<file path="config.mk">
export PLATFORM = sky130hd
export DESIGN_NAME = control_pipeline
export DESIGN_NICKNAME = d
export VERILOG_FILES = /design/src/rtl/ctrl_pkg.sv /design/src/rtl/control_decoder_core.sv /design/src/rtl/control_pipeline.sv
export SDC_FILE = /design/constraint.sdc
export NUM_CORES = 1
export LEC_CHECK = 0
export ABC_AREA = 0
export CORE_ASPECT_RATIO = 1.5
export CORE_UTILIZATION = 32
export DETAILED_ROUTE_END_ITERATION = 7
export PLACE_DENSITY = 0.67
export SYNTH_ARGS = -nofsm -noshare
export SYNTH_HDL_FRONTEND = slang
export SYNTH_SLANG_ARGS = --single-unit
</file>
<file path="constraint.sdc">
create_clock -name clk -period 6.8 [get_ports clk]
set_input_delay 1.36 -clock clk [delete_from_list [all_inputs] [get_ports clk]]
set_output_delay 1.36 -clock clk [all_outputs]
set_load 0.01 [all_outputs]
</file>
<file path="src/rtl/ctrl_pkg.sv">
// ctrl_pkg: shared types for the RV32I pipelined control unit.
//   - Encodings for the EX-stage select fields (alu_a, imm, next-pc, alu_op)
//     and for the forwarding mux selects.
//   - Bit positions of the one-hot instruction-class vector from ID.
//   - Packed control bundles carried through ID/EX, EX/MEM and MEM/WB.
package ctrl_pkg;

    localparam int CLASS_W = 9;

    // Bit index of each instruction class inside id_class (bit 0 = r).
    localparam int CLS_R     = 0;
    localparam int CLS_LW    = 1;
    localparam int CLS_ADDI  = 2;
    localparam int CLS_JALR  = 3;
    localparam int CLS_S     = 4;
    localparam int CLS_SB    = 5;
    localparam int CLS_AUIPC = 6;
    localparam int CLS_LUI   = 7;
    localparam int CLS_UJ    = 8;

    typedef enum logic [1:0] {
        ALU_A_RS1  = 2'd0,
        ALU_A_PC   = 2'd1,
        ALU_A_ZERO = 2'd2
    } alu_a_e;

    typedef enum logic [2:0] {
        IMM_I = 3'd0,
        IMM_S = 3'd1,
        IMM_B = 3'd2,
        IMM_U = 3'd3,
        IMM_J = 3'd4
    } imm_e;

    typedef enum logic [1:0] {
        NPC_PC4  = 2'd0,
        NPC_BR   = 2'd1,
        NPC_JAL  = 2'd2,
        NPC_JALR = 2'd3
    } npc_e;

    typedef enum logic [2:0] {
        ALU_ADD   = 3'd0,
        ALU_FUNCT = 3'd1,
        ALU_CMP   = 3'd2
    } alu_op_e;

    typedef enum logic [1:0] {
        FWD_RF    = 2'b00,
        FWD_EXMEM = 2'b01,
        FWD_MEMWB = 2'b10
    } fwd_e;

    typedef struct packed {
        alu_a_e  alu_a_sel;
        logic    alu_b_sel;    // 1: immediate, 0: rs2
        imm_e    imm_sel;
        npc_e    next_pc_sel;
        alu_op_e alu_op;
        logic    branch;
    } ctrl_ex_t;

    typedef struct packed {
        logic load;
        logic store;
    } ctrl_mem_t;

    typedef struct packed {
        logic write;           // register-file write enable
        logic load;            // write-back selects load data
    } ctrl_wb_t;

endpackage

</file>
<file path="src/rtl/control_decoder_core.sv">
// control_decoder_core: pure combinational decode of the one-hot class flags.
// Ports:
//   id_class          in   one-hot instruction class from ID
//   ex_ctrl/mem_ctrl/wb_ctrl  out  control bundles (all-zero when illegal)
//   use_rs1, use_rs2  out  instruction actually reads that source register
//   illegal           out  id_class is zero-hot or multi-hot
module control_decoder_core
    import ctrl_pkg::*;
(
    input  logic [CLASS_W-1:0] id_class,
    output ctrl_ex_t           ex_ctrl,
    output ctrl_mem_t          mem_ctrl,
    output ctrl_wb_t           wb_ctrl,
    output logic               use_rs1,
    output logic               use_rs2,
    output logic               illegal
);

    logic one_hot;

    // Exactly one bit set: non-zero and clearing the lowest set bit leaves zero.
    assign one_hot = (id_class != '0) &&
                     ((id_class & (id_class - CLASS_W'(1))) == '0);
    assign illegal = !one_hot;

    always_comb begin
        ex_ctrl  = '0;
        mem_ctrl = '0;
        wb_ctrl  = '0;
        use_rs1  = 1'b0;
        use_rs2  = 1'b0;
        if (one_hot) begin
            case (1'b1)
                id_class[CLS_R]: begin
                    wb_ctrl.write  = 1'b1;
                    ex_ctrl.alu_op = ALU_FUNCT;
                    use_rs1        = 1'b1;
                    use_rs2        = 1'b1;
                end
                id_class[CLS_LW]: begin
                    wb_ctrl.write     = 1'b1;
                    wb_ctrl.load      = 1'b1;
                    mem_ctrl.load     = 1'b1;
                    ex_ctrl.alu_b_sel = 1'b1;
                    ex_ctrl.imm_sel   = IMM_I;
                    use_rs1           = 1'b1;
                end
                id_class[CLS_ADDI]: begin
                    wb_ctrl.write     = 1'b1;
                    ex_ctrl.alu_b_sel = 1'b1;
                    ex_ctrl.imm_sel   = IMM_I;
                    ex_ctrl.alu_op    = ALU_FUNCT;
                    use_rs1           = 1'b1;
                end
                id_class[CLS_JALR]: begin
                    wb_ctrl.write       = 1'b1;
                    ex_ctrl.alu_b_sel   = 1'b1;
                    ex_ctrl.imm_sel     = IMM_I;
                    ex_ctrl.next_pc_sel = NPC_JALR;
                    use_rs1             = 1'b1;
                end
                id_class[CLS_S]: begin
                    mem_ctrl.store    = 1'b1;
                    ex_ctrl.alu_b_sel = 1'b1;
                    ex_ctrl.imm_sel   = IMM_S;
                    use_rs1           = 1'b1;
                    use_rs2           = 1'b1;
                end
                id_class[CLS_SB]: begin
                    ex_ctrl.branch      = 1'b1;
                    ex_ctrl.imm_sel     = IMM_B;
                    ex_ctrl.next_pc_sel = NPC_BR;
                    ex_ctrl.alu_op      = ALU_CMP;
                    use_rs1             = 1'b1;
                    use_rs2             = 1'b1;
                end
                id_class[CLS_AUIPC]: begin
                    wb_ctrl.write     = 1'b1;
                    ex_ctrl.alu_a_sel = ALU_A_PC;
                    ex_ctrl.alu_b_sel = 1'b1;
                    ex_ctrl.imm_sel   = IMM_U;
                end
                id_class[CLS_LUI]: begin
                    wb_ctrl.write     = 1'b1;
                    ex_ctrl.alu_a_sel = ALU_A_ZERO;
                    ex_ctrl.alu_b_sel = 1'b1;
                    ex_ctrl.imm_sel   = IMM_U;
                end
                id_class[CLS_UJ]: begin
                    wb_ctrl.write       = 1'b1;
                    ex_ctrl.alu_a_sel   = ALU_A_PC;
                    ex_ctrl.imm_sel     = IMM_J;
                    ex_ctrl.next_pc_sel = NPC_JAL;
                end
                default: ;
            endcase
        end
    end

endmodule

</file>
<file path="src/rtl/control_pipeline.sv">
// control_pipeline: decode + ID/EX, EX/MEM, MEM/WB control registers with
// hazard detection, flush and EX operand forwarding selection.
// Ports:
//   clk, rst                 clock, synchronous active-high reset
//   id_valid, id_class       ID holds a real instruction / its one-hot class
//   id_rs1, id_rs2, id_rd    register indices in ID
//   flush                    taken branch/jump in EX: discard the ID instruction
//   stall                    hold PC and IF/ID, bubble into ID/EX
//   illegal                  EX slot holds a zero-hot or multi-hot decode
//   ex_ctrl, fwd_a, fwd_b    EX-stage controls and operand forwarding selects
//   mem_ctrl                 MEM-stage load/store
//   wb_write, wb_load, wb_rd write-back controls
// A stage "valid" bit marks a real instruction; there is no backpressure other
// than stall, which only affects the ID -> EX transfer.
module control_pipeline
    import ctrl_pkg::*;
#(
    parameter int REG_ADDR_W = 5,
    parameter bit FWD_ENABLE = 1'b1
) (
    input  logic                  clk,
    input  logic                  rst,
    input  logic                  id_valid,
    input  logic [CLASS_W-1:0]    id_class,
    input  logic [REG_ADDR_W-1:0] id_rs1,
    input  logic [REG_ADDR_W-1:0] id_rs2,
    input  logic [REG_ADDR_W-1:0] id_rd,
    input  logic                  flush,
    output logic                  stall,
    output logic                  illegal,
    output ctrl_ex_t              ex_ctrl,
    output logic [1:0]            fwd_a,
    output logic [1:0]            fwd_b,
    output ctrl_mem_t             mem_ctrl,
    output logic                  wb_write,
    output logic                  wb_load,
    output logic [REG_ADDR_W-1:0] wb_rd
);

    ctrl_ex_t  dec_ex;
    ctrl_mem_t dec_mem;
    ctrl_wb_t  dec_wb_raw;
    ctrl_wb_t  dec_wb;
    logic      dec_use1, dec_use2, dec_illegal;

    control_decoder_core u_decoder (
        .id_class (id_class),
        .ex_ctrl  (dec_ex),
        .mem_ctrl (dec_mem),
        .wb_ctrl  (dec_wb_raw),
        .use_rs1  (dec_use1),
        .use_rs2  (dec_use2),
        .illegal  (dec_illegal)
    );

    // Writes to x0 are dropped at decode so x0 never looks like a producer.
    always_comb begin
        dec_wb       = dec_wb_raw;
        dec_wb.write = dec_wb_raw.write && (id_rd != '0);
    end

    // ID/EX
    logic                  idex_valid, idex_illegal, idex_use1, idex_use2;
    ctrl_ex_t              idex_ex;
    ctrl_mem_t             idex_mem;
    ctrl_wb_t              idex_wb;
    logic [REG_ADDR_W-1:0] idex_rs1, idex_rs2, idex_rd;
    // EX/MEM
    logic                  exmem_valid;
    ctrl_mem_t             exmem_mem;
    ctrl_wb_t              exmem_wb;
    logic [REG_ADDR_W-1:0] exmem_rd;
    // MEM/WB
    logic                  memwb_valid;
    ctrl_wb_t              memwb_wb;
    logic [REG_ADDR_W-1:0] memwb_rd;

    // True when the ID instruction reads register rd (x0 never matches).
    function automatic logic id_reads(input logic [REG_ADDR_W-1:0] rd);
        return (rd != '0) &&
               ((dec_use1 && (id_rs1 == rd)) || (dec_use2 && (id_rs2 == rd)));
    endfunction

    logic ex_load_hit, ex_write_hit, mem_write_hit, raw_hazard;

    assign ex_load_hit   = idex_valid  && idex_mem.load  && id_reads(idex_rd);
    assign ex_write_hit  = idex_valid  && idex_wb.write  && id_reads(idex_rd);
    assign mem_write_hit = exmem_valid && exmem_wb.write && id_reads(exmem_rd);

    // Without forwarding, any in-flight producer in EX or MEM must drain first;
    // WB is assumed to be visible through the register file in the same cycle.
    assign raw_hazard = FWD_ENABLE ? ex_load_hit : (ex_write_hit || mem_write_hit);
    assign stall      = id_valid && raw_hazard && !flush;

    always_comb begin
        fwd_a = FWD_RF;
        fwd_b = FWD_RF;
        if (FWD_ENABLE && idex_valid) begin
            if (idex_use1 && exmem_valid && exmem_wb.write && (exmem_rd == idex_rs1))
                fwd_a = FWD_EXMEM;
            else if (idex_use1 && memwb_valid && memwb_wb.write && (memwb_rd == idex_rs1))
                fwd_a = FWD_MEMWB;
            if (idex_use2 && exmem_valid && exmem_wb.write && (exmem_rd == idex_rs2))
                fwd_b = FWD_EXMEM;
            else if (idex_use2 && memwb_valid && memwb_wb.write && (memwb_rd == idex_rs2))
                fwd_b = FWD_MEMWB;
        end
    end

    always_ff @(posedge clk) begin
        if (rst) begin
            idex_valid   <= 1'b0;
            idex_illegal <= 1'b0;
            idex_use1    <= 1'b0;
            idex_use2    <= 1'b0;
            idex_ex      <= '0;
            idex_mem     <= '0;
            idex_wb      <= '0;
            idex_rs1     <= '0;
            idex_rs2     <= '0;
            idex_rd      <= '0;
            exmem_valid  <= 1'b0;
            exmem_mem    <= '0;
            exmem_wb     <= '0;
            exmem_rd     <= '0;
            memwb_valid  <= 1'b0;
            memwb_wb     <= '0;
            memwb_rd     <= '0;
        end else begin
            if (id_valid && !flush && !stall) begin
                idex_valid   <= 1'b1;
                idex_illegal <= dec_illegal;
                idex_use1    <= dec_use1;
                idex_use2    <= dec_use2;
                idex_ex      <= dec_ex;
                idex_mem     <= dec_mem;
                idex_wb      <= dec_wb;
                idex_rs1     <= id_rs1;
                idex_rs2     <= id_rs2;
                idex_rd      <= id_rd;
            end else begin
                // Bubble: everything zero so downstream stages see no control.
                idex_valid   <= 1'b0;
                idex_illegal <= 1'b0;
                idex_use1    <= 1'b0;
                idex_use2    <= 1'b0;
                idex_ex      <= '0;
                idex_mem     <= '0;
                idex_wb      <= '0;
                idex_rs1     <= '0;
                idex_rs2     <= '0;
                idex_rd      <= '0;
            end
            exmem_valid <= idex_valid;
            exmem_mem   <= idex_mem;
            exmem_wb    <= idex_wb;
            exmem_rd    <= idex_rd;
            memwb_valid <= exmem_valid;
            memwb_wb    <= exmem_wb;
            memwb_rd    <= exmem_rd;
        end
    end

    assign illegal  = idex_valid && idex_illegal;
    assign ex_ctrl  = idex_valid ? idex_ex : '0;
    assign mem_ctrl = exmem_valid ? exmem_mem : '0;
    assign wb_write = memwb_valid && memwb_wb.write;
    assign wb_load  = memwb_valid && memwb_wb.load;
    assign wb_rd    = memwb_valid ? memwb_rd : '0;

endmodule

</file>
==> Word-level counts from Yosys, hierarchy flattened <==
Index checks and enable logic that the tools add are counted.
{ "classes": {"addsub": 1, "n_mul": 0, "div": 0, "n_lt_le_gt_ge": 0, "n_eq_ne": 6, "shift": 0, "mux": 62, "bitwise_logic": 3, "reduce_logical": 43} }
{ "op_table": {"columns": ["operator", "count"], "rows": [
  ["1-bit 2-to-1 mux", 40],
  ["2-bit 2-to-1 mux", 19],
  ["5-bit == test", 6],
  ["1-bit logical AND", 26],
  ["12-bit 2-to-1 mux", 1],
  ["11-bit OR reduction", 1],
  ["5-bit nonzero test", 2],
  ["10-bit OR reduction", 1],
  ["9-bit AND", 1],
  ["9-bit zero test", 1],
  ["9-bit nonzero test", 1],
  ["9-bit OR reduction", 1],
  ["9-bit by 1-bit subtractor with 9-bit output, second input constant", 1],
  ["8-bit OR reduction", 1],
  ["7-bit OR reduction", 1],
  ["6-bit OR reduction", 1],
  ["5-bit 2-to-1 mux", 1],
  ["4-bit OR reduction", 1],
  ["1-bit zero test", 3],
  ["3-bit 2-to-1 mux", 1],
  ["3-bit OR reduction", 1],
  ["1-bit inverter", 2],
  ["2-bit OR reduction", 1],
  ["1-bit logical OR", 1]
]} }
{ "totals": {"register_bits": 50, "latchBits": 0, "mem_bits_rw": 0, "mem_bits_ro": 0, "input_bits": 28, "output_inout_bits": 27, "wordCells": 144, "mem_count": 0} }

==> Logic depth before layout (Yosys ltp) <==
Gate-level depths: netlist of the first run.
{ "logic_depth": {"word_depth": 17, "ltp_mapped": 8, "mapped_depth_nobuf": 6} }

==> Modules after synthesis <==
Synthesis of the first run repeated with hierarchy kept, for this count alone.
{ "hier_totals": {"hier_cells": 251, "hier_area_um2": 2462.4} }
{ "by_module_without_submodules": {"columns": ["module", "n_inst", "cells_each", "area_each_um2", "seq_area_each_um2"], "rows": [
  ["control_pipeline", 1, 190, 2000.7, 1061.0],
  ["control_decoder_core", 1, 61, 461.7, 0.0]
]} }

==> Worst setup path after synthesis of the first run <==
OpenSTA, ideal clock, no wires.
{ "synth_timing": {"kind": "input-to-output", "start": "input id_class[0]", "end": "output stall", "arrival_ns": 2.737, "required_ns": 5.440, "setup_slack_ns": 2.703, "cell_stages": 5, "path_buffers": 1, "path_cell_list": "buf_6 -> or4_4 -> a211oi_2 -> o31ai_2 -> a221oi_2"} }
{ "synth_via": {"elab_chain_cells": 11, "word_cells_on_any_way": 16, "classes_between": "1 x add/sub; 4 x mux; 1 x bitwise; 10 x reduce/logical"} }
{ "synth_lines": {"columns": ["element", "line_no", "rtl"], "rows": [
  ["start: declaration", "control_pipeline.sv:24", "input logic [CLASS_W-1:0] id_class,"],
  ["9-bit by 1-bit subtractor with 9-bit output", "control_decoder_core.sv:23", "((id_class & (id_class - CLASS_W'(1))) == '0);"],
  ["9-bit AND", "control_decoder_core.sv:23", null],
  ["9-bit zero test", "control_decoder_core.sv:23", null],
  ["1-bit logical AND", "control_decoder_core.sv:22", "assign one_hot = (id_class != '0) &&"],
  ["1-bit 2-to-1 mux", "control_decoder_core.sv:32", "if (one_hot) begin"],
  ["1-bit logical AND", null, null],
  ["1-bit logical OR *", null, null],
  ["1-bit logical AND *", null, null],
  ["1-bit logical AND *", "control_pipeline.sv:86", "assign ex_load_hit = idex_valid && idex_mem.load && id_reads(idex_rd);"],
  ["1-bit logical AND * (2 in a row)", "control_pipeline.sv:93", "assign stall = id_valid && raw_hazard && !flush;"],
  ["end: declaration", "control_pipeline.sv:29", "output logic stall,"]
]} }
Mark *: on every way between the ends. The rest lies on a longest branch, timed or not.

==> Worst setup path after layout of the first run <==
{ "layout_timing": {"start": "input id_class[1]", "end": "output stall"} }
The elaborated chain is that of the path after synthesis.

==> results.txt, run 1 <==
The commonest non-fill, non-tap cell in the layout was sky130_fd_sc_hd__clkdlybuf4s50_1. Post-CTS repair changed the size of 0 cells. Measured along the y axis, the die boundary spans 103 µm. The capture point of the worst path was stall. Fraction of layout cells with a size suffix above 1: 0.123. The logs give 0 for the number of antenna violations at the first check in global routing and 0 for the number of diodes added for antenna fixing. Final critical-path required period: 5.24 ns.

The floorplan has 36 rows. For this run, design rule violations remaining after detail routing come to 0. The count of distinct cell types in the synthesized netlist is 40.

The part of the cycle the worst path needs came out at 0.770. Among all flip-flop cells after synthesis, the most frequent one is sky130_fd_sc_hd__dfxtp_1. In this run, synthesis inferred 0 flip-flops with an integrated enable.

In this run, CTS created clock tree buffers numbering 5. The worst setup path is launched from an input pin. The number of buffers and inverters on the critical path is 2. The async set-reset flop share out of synthesis is 0, and the maximum fanout encountered on the critical timing path is 7.

Critical path class: in2out. The number of port buffers came out at 53. The post-detailed-route wirelength per cell is 13.1 µm, and the final standard cell area without fillers is 2840 µm². The sequential cell fraction of total power is 0.578, and the instance count after placement with tap cells included is 344. The achievable frequency is 191 MHz.

The worst IR drop on VDD is 0.0000864 V. The launching instance or port of the critical path was id_class[1]. Routability-driven placement finished with a final weighted congestion of 0.810. The logs give 303 for the net count reported at finish and 352 for the filler-free cell count of the finished design. The number of instances in the synthesized netlist is 224. For the static leakage power, the log shows 1.01 nW. The slowest stage of the critical path is the sky130_fd_sc_hd__clkdlybuf4s50_1 cell. Relative to the synthesized area, the layout overhead comes to 30.0%. The power density over cell area came out at 180 nW/µm².

The combinational share of power is 0.099. The number of max-capacitance violations reported is 0, and the net switching fraction of the power is 0.234. The logic depth of the worst path, buffers included was 6. Clock sink count: 49.

The cell repeated most along the worst path was sky130_fd_sc_hd__clkdlybuf4s50_1. The number of flip-flops and latches in the synthesized netlist is 49. Averaged over all synthesized cells, the footprint is 9.75 µm². Clock latency on the worst-skew pair, taken at its later pin, is 0.30 ns. For the met1 usage in global routing, the log shows 0.144. The busiest metal layer after global routing was met2. Among cell families on the critical path, the largest total delay comes from buffers and inverters. The tools report the wire length of the first global-routing pass as 7820 µm.

The run gives 4600 µm as the total detailed-routing wirelength. The tightest min-delay check is of the reg2reg type. Total half-perimeter wirelength after legalization and detailed placement: 3660 µm. The internal power component is 0.391 mW, and the worst-case headroom to the max-slew limit is 0.549. The relative contribution of the clock network to total power is 0.323. The tree is rooted in a sky130_fd_sc_hd__clkbuf_8. The area after detailed placement was 2750 µm²; the area of combinational cells with multiple inputs was 1130 µm².

The count of final max-slew check failures was 0; the number of detailed-routing iterations run before antenna repair was 4. Summing every instance area after synthesis gives 2180 µm². The signal on the critical path passes through clkdlybuf4s50_1 > nor3_1 > a21oi_1 > or4_1 > a221oi_2 > clkdlybuf4s50_1. The logs give 0 for the total of hold buffers inserted after clock tree synthesis and 19 for the pin count of the biggest net entering global routing.

TritonCTS built the clock tree. For the met2 track demand over resource in global routing, the log shows 0.261. The total overflow reported by the global router is 0. The slew at the pin closest to its max-slew limit is 0.675 ns. Delay of the slowest critical-path stage: 0.61 ns. The run gives 0.449 as the post-synthesis sequential area ratio.

The post-route antenna net violation count was 0; the total negative slack was 0 ns. After clock tree synthesis, the clock-pin slew on the worst setup and hold paths is 0.08 ns. The tools report the critical path endpoint category as an output port. Synthesis produced a netlist with a net count of 252.

Setup repair after global routing left no endpoint under its margin. The number of warnings reported in the yosys synthesis log was 0; the top-level I/O count was 55. The clock arrives with 0.00393 ns of skew. The library cells used most frequently in the layout, excluding fill and tap cells, are sky130_fd_sc_hd__clkdlybuf4s50_1, sky130_fd_sc_hd__dfxtp_1, sky130_fd_sc_hd__xnor2_1.

In the routed layout, each cell is associated on average with a via count of 4.67. The die width is 69.4 µm, and the number of cells traversed by the worst register-to-register path is 5. Yosys attributes the largest share of cell area to sky130_fd_sc_hd__dfxtp_1, sky130_fd_sc_hd__xnor2_1, sky130_fd_sc_hd__and2_1, sky130_fd_sc_hd__nor2b_1, sky130_fd_sc_hd__and2_4. Counting the fill cells in the layout gives 634.

For the effective utilization at floorplan, the log shows 0.334. Number of global-route vias before repair: 1695. The startpoint identified for the worst register-to-register timing path is idex_rd[1]. The number of buffers inserted by post-CTS setup repair was 0; the violation count after the first detailed-routing iteration was 38. The area share of the largest cell type after synthesis works out to 0.449. The flow ran to the end, and the final reports show no timing, DRC or antenna violations. The floorplan step defined a die boundary enclosing 7160 µm².

The overall routing resource usage came out at 0.140. The tools report the final core utilization as 0.434. Worst flop-to-flop path endpoint: idex_ex[9].

The number of hold violations in the final report is 0. The logs give 1645 for the via count and 2 for the level count of the clock H-tree. Of all cell types, the one taking the most synthesized area is sky130_fd_sc_hd__dfxtp_1. Summed over all nets, the switching power comes to 0.120 mW.

The run gives 0.0313 as the met3 layer usage reported by global route. Across the whole layout, storage elements account for 981 µm². Across all register-to-register paths, the minimum setup slack is 4.57 ns. The total area inside the core boundary comes to 6530 µm².

The clock passes through at most 2 buffers. The run gives 5.44 ns as the data required time of the worst path. Setup violations remaining at the end of the flow were counted as 0. At the worst endpoint, the arrival time is 3.88 ns.
## power by group through the flow
stage	sequential [mW]	combinational, mW	clock (mW)
global placement	0.302	0.0504	0
detailed placement	0.302	0.0508	0
floorplan	0.300	0.0270	0
CTS	0.295	0.0510	0.173
finish	0.295	0.0507	0.165
global route	0.296	0.0555	0.185
## cell type report
cell class / instances / share of cell area
clock buffers: 6 / 0.0256
clock inverters: 2 / 0.00529
inverters: 4 / 0.00529
multi-input cells: 162 / 0.398
flip-flops and latches: 49 / 0.346
well taps: 76 / 0.0335
repair buffers: 53 / 0.187
## routing by layer
| metal | wire (µm) | vias up |
|---|---|---|
| met2 | 2490 | 43 |
| met4 | 119 | 0 |
| li1 | - | 850 |
| met5 | 0 | - |
| met1 | 1820 | 740 |
| met3 | 170 | 12 |
## flip-flops by register name (all words and copies together), names as in the netlist
| name | flops |
|---|---|
| exmem_rd | 5 |
| idex_use1 | 1 |
| idex_mem | 1 |
| idex_valid | 1 |
| idex_use2 | 1 |
| exmem_mem | 1 |
| idex_wb | 2 |
| idex_ex | 10 |
| memwb_rd | 5 |
| exmem_valid | 1 |
| idex_rs2 | 5 |
| memwb_valid | 1 |
| idex_rd | 5 |
| exmem_wb | 2 |
| memwb_wb | 2 |
| idex_illegal | 1 |
| idex_rs1 | 5 |
## worst min-delay path by stage
stage | start | end | slack (ns) | cells after the start
floorplan | idex_mem[0] | exmem_mem[0] | 0.41 | 1
global placement | idex_mem[0] | exmem_mem[0] | 0.43 | 1
detailed placement | idex_mem[0] | exmem_mem[0] | 0.43 | 1
CTS | idex_mem[0] | exmem_mem[0] | 0.45 | 1
global route | idex_wb[1] | exmem_wb[1] | 0.46 | 1
finish | idex_mem[0] | exmem_mem[0] | 0.45 | 1
## cell usage after synthesis, types with 2 or more instances
library cell and count:
sky130_fd_sc_hd__dfxtp_1 49, sky130_fd_sc_hd__xnor2_1 23, sky130_fd_sc_hd__and2_1 22, sky130_fd_sc_hd__nor2b_1 18, sky130_fd_sc_hd__and2_4 9, sky130_fd_sc_hd__nor3_1 9
sky130_fd_sc_hd__nor2_1 8, sky130_fd_sc_hd__nor4_1 8, sky130_fd_sc_hd__nand2_1 7, sky130_fd_sc_hd__xor2_1 7, sky130_fd_sc_hd__and2_2 6, sky130_fd_sc_hd__nand4_1 6
sky130_fd_sc_hd__a21oi_1 4, sky130_fd_sc_hd__inv_1 4, sky130_fd_sc_hd__nand2b_1 4, sky130_fd_sc_hd__nand3_1 4, sky130_fd_sc_hd__clkbuf_1 3, sky130_fd_sc_hd__o21ai_0 3
sky130_fd_sc_hd__or2_2 3, sky130_fd_sc_hd__or4_1 3, sky130_fd_sc_hd__a2111oi_0 2, sky130_fd_sc_hd__buf_2 2, sky130_fd_sc_hd__buf_4 2, sky130_fd_sc_hd__buf_6 2
## stage by stage
| step | hold slack [ns] | total power [mW] | worst slack [ns] |
|---|---|---|---|
| 6_report | 0.446 | 0.511 | 1.56 |
| 4_1_cts | 0.453 | 0.519 | 1.55 |
| 5_1_grt | 0.461 | 0.537 | 1.43 |
| 3_5_place_dp | 0.433 | 0.353 | 1.57 |
| 2_1_floorplan | 0.414 | 0.327 | 2.70 |
| 3_3_place_gp | 0.427 | 0.352 | 1.60 |
## cell families after synthesis
| group | share of synthesized area |
|---|---|
| flip-flops | 0.449 |
| adder cells (fa/ha/maj) | 0.00458 |
| other | 0.00172 |
| AND/OR/NAND/NOR | 0.336 |
| AO/OA/AOI/OAI | 0.0544 |
| buffers and inverters | 0.0338 |
| XOR/XNOR | 0.120 |
## worst register-to-register path, cell delays in order, from the launching register on
cell,delay (ns)
sky130_fd_sc_hd__dfxtp_1,0.35
sky130_fd_sc_hd__or4_1,0.54
sky130_fd_sc_hd__o2111ai_1,0.28
sky130_fd_sc_hd__a21o_1,0.12
sky130_fd_sc_hd__nand2_1,0.28
sky130_fd_sc_hd__a2111oi_0,0.53
Note: power is estimated with default switching activity, not from simulation.
==> inputs of run 2 (changes only) <==
==> constraint.sdc (replaced) <==
create_clock -name clk -period 5.3 [get_ports clk]
set_input_delay 1.06 -clock clk [delete_from_list [all_inputs] [get_ports clk]]
set_output_delay 1.06 -clock clk [all_outputs]
set_load 0.01 [all_outputs]
==> run 2 against run 1 <==
  * Global-route usage is 0.17 points lower
  * Non-clock buffer count did not move
  * First-iteration DRC count grew 11%
  * Count of clock-buffer cells in the layout unchanged
  * Hold slack got worse by 0.0056 ns
  * Utilization unchanged
  * Sequential power is 28% higher
  * Combinational power rose by 29%
  * Clock power is 28% higher
  * Largest cell class unchanged
==> results.txt, run 2 (synthesis gave the netlist of run 1 again) <==
The clock passes through at most 2 buffers. Total die area: 7160 µm². Critical path startpoint category: an input pin. In this run the critical register-to-register path is launched from idex_rd[1]. The net count of the finished layout is 303. The area after detailed placement was 2750 µm². TritonCTS built the clock tree. The worst-case headroom to the max-slew limit was 0.554. Setup slack on the worst reg-to-reg path comes out at 3.07 ns.

The total setup violations reported at the end of the flow came out at 0. Among all stages on the critical path, the largest delay is contributed by sky130_fd_sc_hd__clkdlybuf4s50_1. The top cell family by delay on the critical path is buffers and inverters. The clock insertion delay at the later pin of the skew report is 0.30 ns, and the post-detailed-route wirelength per cell is 13.1 µm. Buffers inserted to repair hold after CTS numbered 0. Among the stages of the critical path, the cell type that occurs most often is sky130_fd_sc_hd__clkdlybuf4s50_1.

Walking the worst path, the cells encountered are clkdlybuf4s50_1 > nor3_1 > a21oi_1 > or4_1 > a221oi_2 > clkdlybuf4s50_1. The H-tree generated during clock tree synthesis spans 2 levels. The endpoint arrival time on the critical path is 3.56 ns. The run gives 1698 as the number of global-route vias before repair. The logs give 1641 for the via count and 643 for the number of filler instances in the final layout.

After clock tree synthesis, the clock-pin slew on the worst setup and hold paths is 0.08 ns. The total overflow left after global routing is 0. The area growth from synthesis to layout is 30.0%, and the buffer and inverter count on the worst path is 2. The number of antenna violations at the first check in global routing was 0; the core region area was 6530 µm². The achievable frequency is 216 MHz. The DRC violations left was 0; the wire length of the first global-routing pass was 7760 µm. The fraction of layout cells with a size suffix above 1 was 0.123.

From bottom edge to top edge, the die measures 103 µm. In this run the post-CTS setup repair buffer count came out at 0. Gates resized during post-CTS repair numbered 0. The register with the most flip-flops in the layout has 10 of them. The post-route antenna net violation count is 0, and the total number of placement rows is 36.

The setup clock skew after layout was 0.00475 ns. For the overall routing resource usage, the log shows 0.138. The logs give 0 for the number of hold violations in the final report and 4 for the number of detailed-routing iterations run before antenna repair.

Critical path endpoint category: an output port. Entering global routing, the biggest net connects 19 pins. The total negative slack was 0 ns; the delay of the slowest critical-path stage was 0.61 ns. The die width is 69.4 µm, and the static leakage power is 1.01 nW. The top-level I/O count was 55.

Across the run, the number of max-cap violations was 0. The slew at the pin closest to its max-slew limit came out at 0.666 ns. The worst IR drop on VDD was 0.000103 V; the depth of the worst hold-timing path was 1.

The worst path needs 4.62 ns of the cycle, external delays included. The clock sink count is 49. At the worst endpoint, the required time is 4.24 ns.

The count of final max-slew check failures was 0; the final standard cell area without fillers was 2840 µm². The part of the cycle the worst path needs was 0.872; the power density over cell area was 231 nW/µm². Setup repair after global routing left no endpoint under its margin. Routability-driven placement finished with a final weighted congestion of 0.809. The number of diodes added for antenna fixing was 0. Average vias per placed instance: 4.66. Leaving out fill and tap cells, the most frequent cells in the layout are sky130_fd_sc_hd__clkdlybuf4s50_1, sky130_fd_sc_hd__dfxtp_1, sky130_fd_sc_hd__xnor2_1. The tree is rooted in a sky130_fd_sc_hd__clkbuf_8. The maximum fanout encountered on the critical timing path is 7, and the TritonCTS buffer count is 5. Port buffering added 53 buffers.

More flip-flops sit in one register than any other, and that register is idex_ex. The tools report the violation count after the first detailed-routing iteration as 42. In this run the most critical hold path is launched from idex_mem[0]. The effective utilization at floorplan was 0.334.

The flow ran to the end, and the final reports show no timing, DRC or antenna violations. Leaving out fill and tap cells, the most frequent cell in the layout is sky130_fd_sc_hd__clkdlybuf4s50_1. The endpoint identified for the worst register-to-register timing path is idex_ex[9]. The path with the worst hold slack has its endpoint at exmem_mem[0]. The type of the most critical hold path is reg2reg.

The number of cells traversed by the worst register-to-register path is 5. The critical path in this run is classified as in2out. Detailed placement finished with a half-perimeter wire length of 3670 µm.

Summed over all layers, the routed wires come to 4620 µm.
-- run 2: power breakdown --
group	leakage, nW	total, mW	switching (mW)	internal [mW]
Combinational	0.580	0.0653	0.0291	0.0362
Clock	0.0374	0.212	0.119	0.0930
Sequential	0.397	0.379	0.00569	0.373
Total	1.01	0.656	0.154	0.502
-- run 2: worst register-to-register path: stages (launching register included) --
cell,delay [ns]
sky130_fd_sc_hd__dfxtp_1,0.35
sky130_fd_sc_hd__or4_1,0.54
sky130_fd_sc_hd__o2111ai_1,0.28
sky130_fd_sc_hd__a21o_1,0.12
sky130_fd_sc_hd__nand2_1,0.27
sky130_fd_sc_hd__a2111oi_0,0.53
-- run 2: worst max-delay path by stage --
stage / to / from / cells after the start / slack (ns)
2_1_floorplan: stall / id_class[0] / 5 / 1.80
3_3_place_gp: stall / id_class[5] / 6 / 0.70
3_5_place_dp: stall / id_class[1] / 6 / 0.68
4_1_cts: stall / id_class[1] / 6 / 0.66
5_1_grt: stall / id_class[1] / 6 / 0.54
6_report: stall / id_class[1] / 6 / 0.68
-- run 2: per-stage QoR --
stage          utilization  power (mW)  setup slack, ns  hold slack [ns]  instances
6_report             0.434       0.656            0.678            0.441        352
5_1_grt              0.434       0.684            0.543            0.455        352
4_1_cts              0.434       0.664            0.664            0.444        352
3_5_place_dp         0.421       0.453            0.684            0.424        344
3_3_place_gp         0.421       0.452            0.700            0.427        344
2_1_floorplan            -       0.420             1.80            0.414        224
-- run 2: cell type report --
type	instances	area (µm²)	area share
multi-input combinational	162	1130	0.398
sequential	49	981	0.346
timing repair buffer	53	531	0.187
tap	76	95.1	0.0335
clock buffer	6	72.6	0.0256
clock inverter	2	15.0	0.00529
inverter	4	15.0	0.00529
-- run 2: layer usage --
layer,track usage,vias up,part of all wire
met5,0,-,0
met4,0.0785,0,0.023
met3,0.0264,10,0.037
met2,0.263,49,0.55
met1,0.141,731,0.39
li1,-,851,-
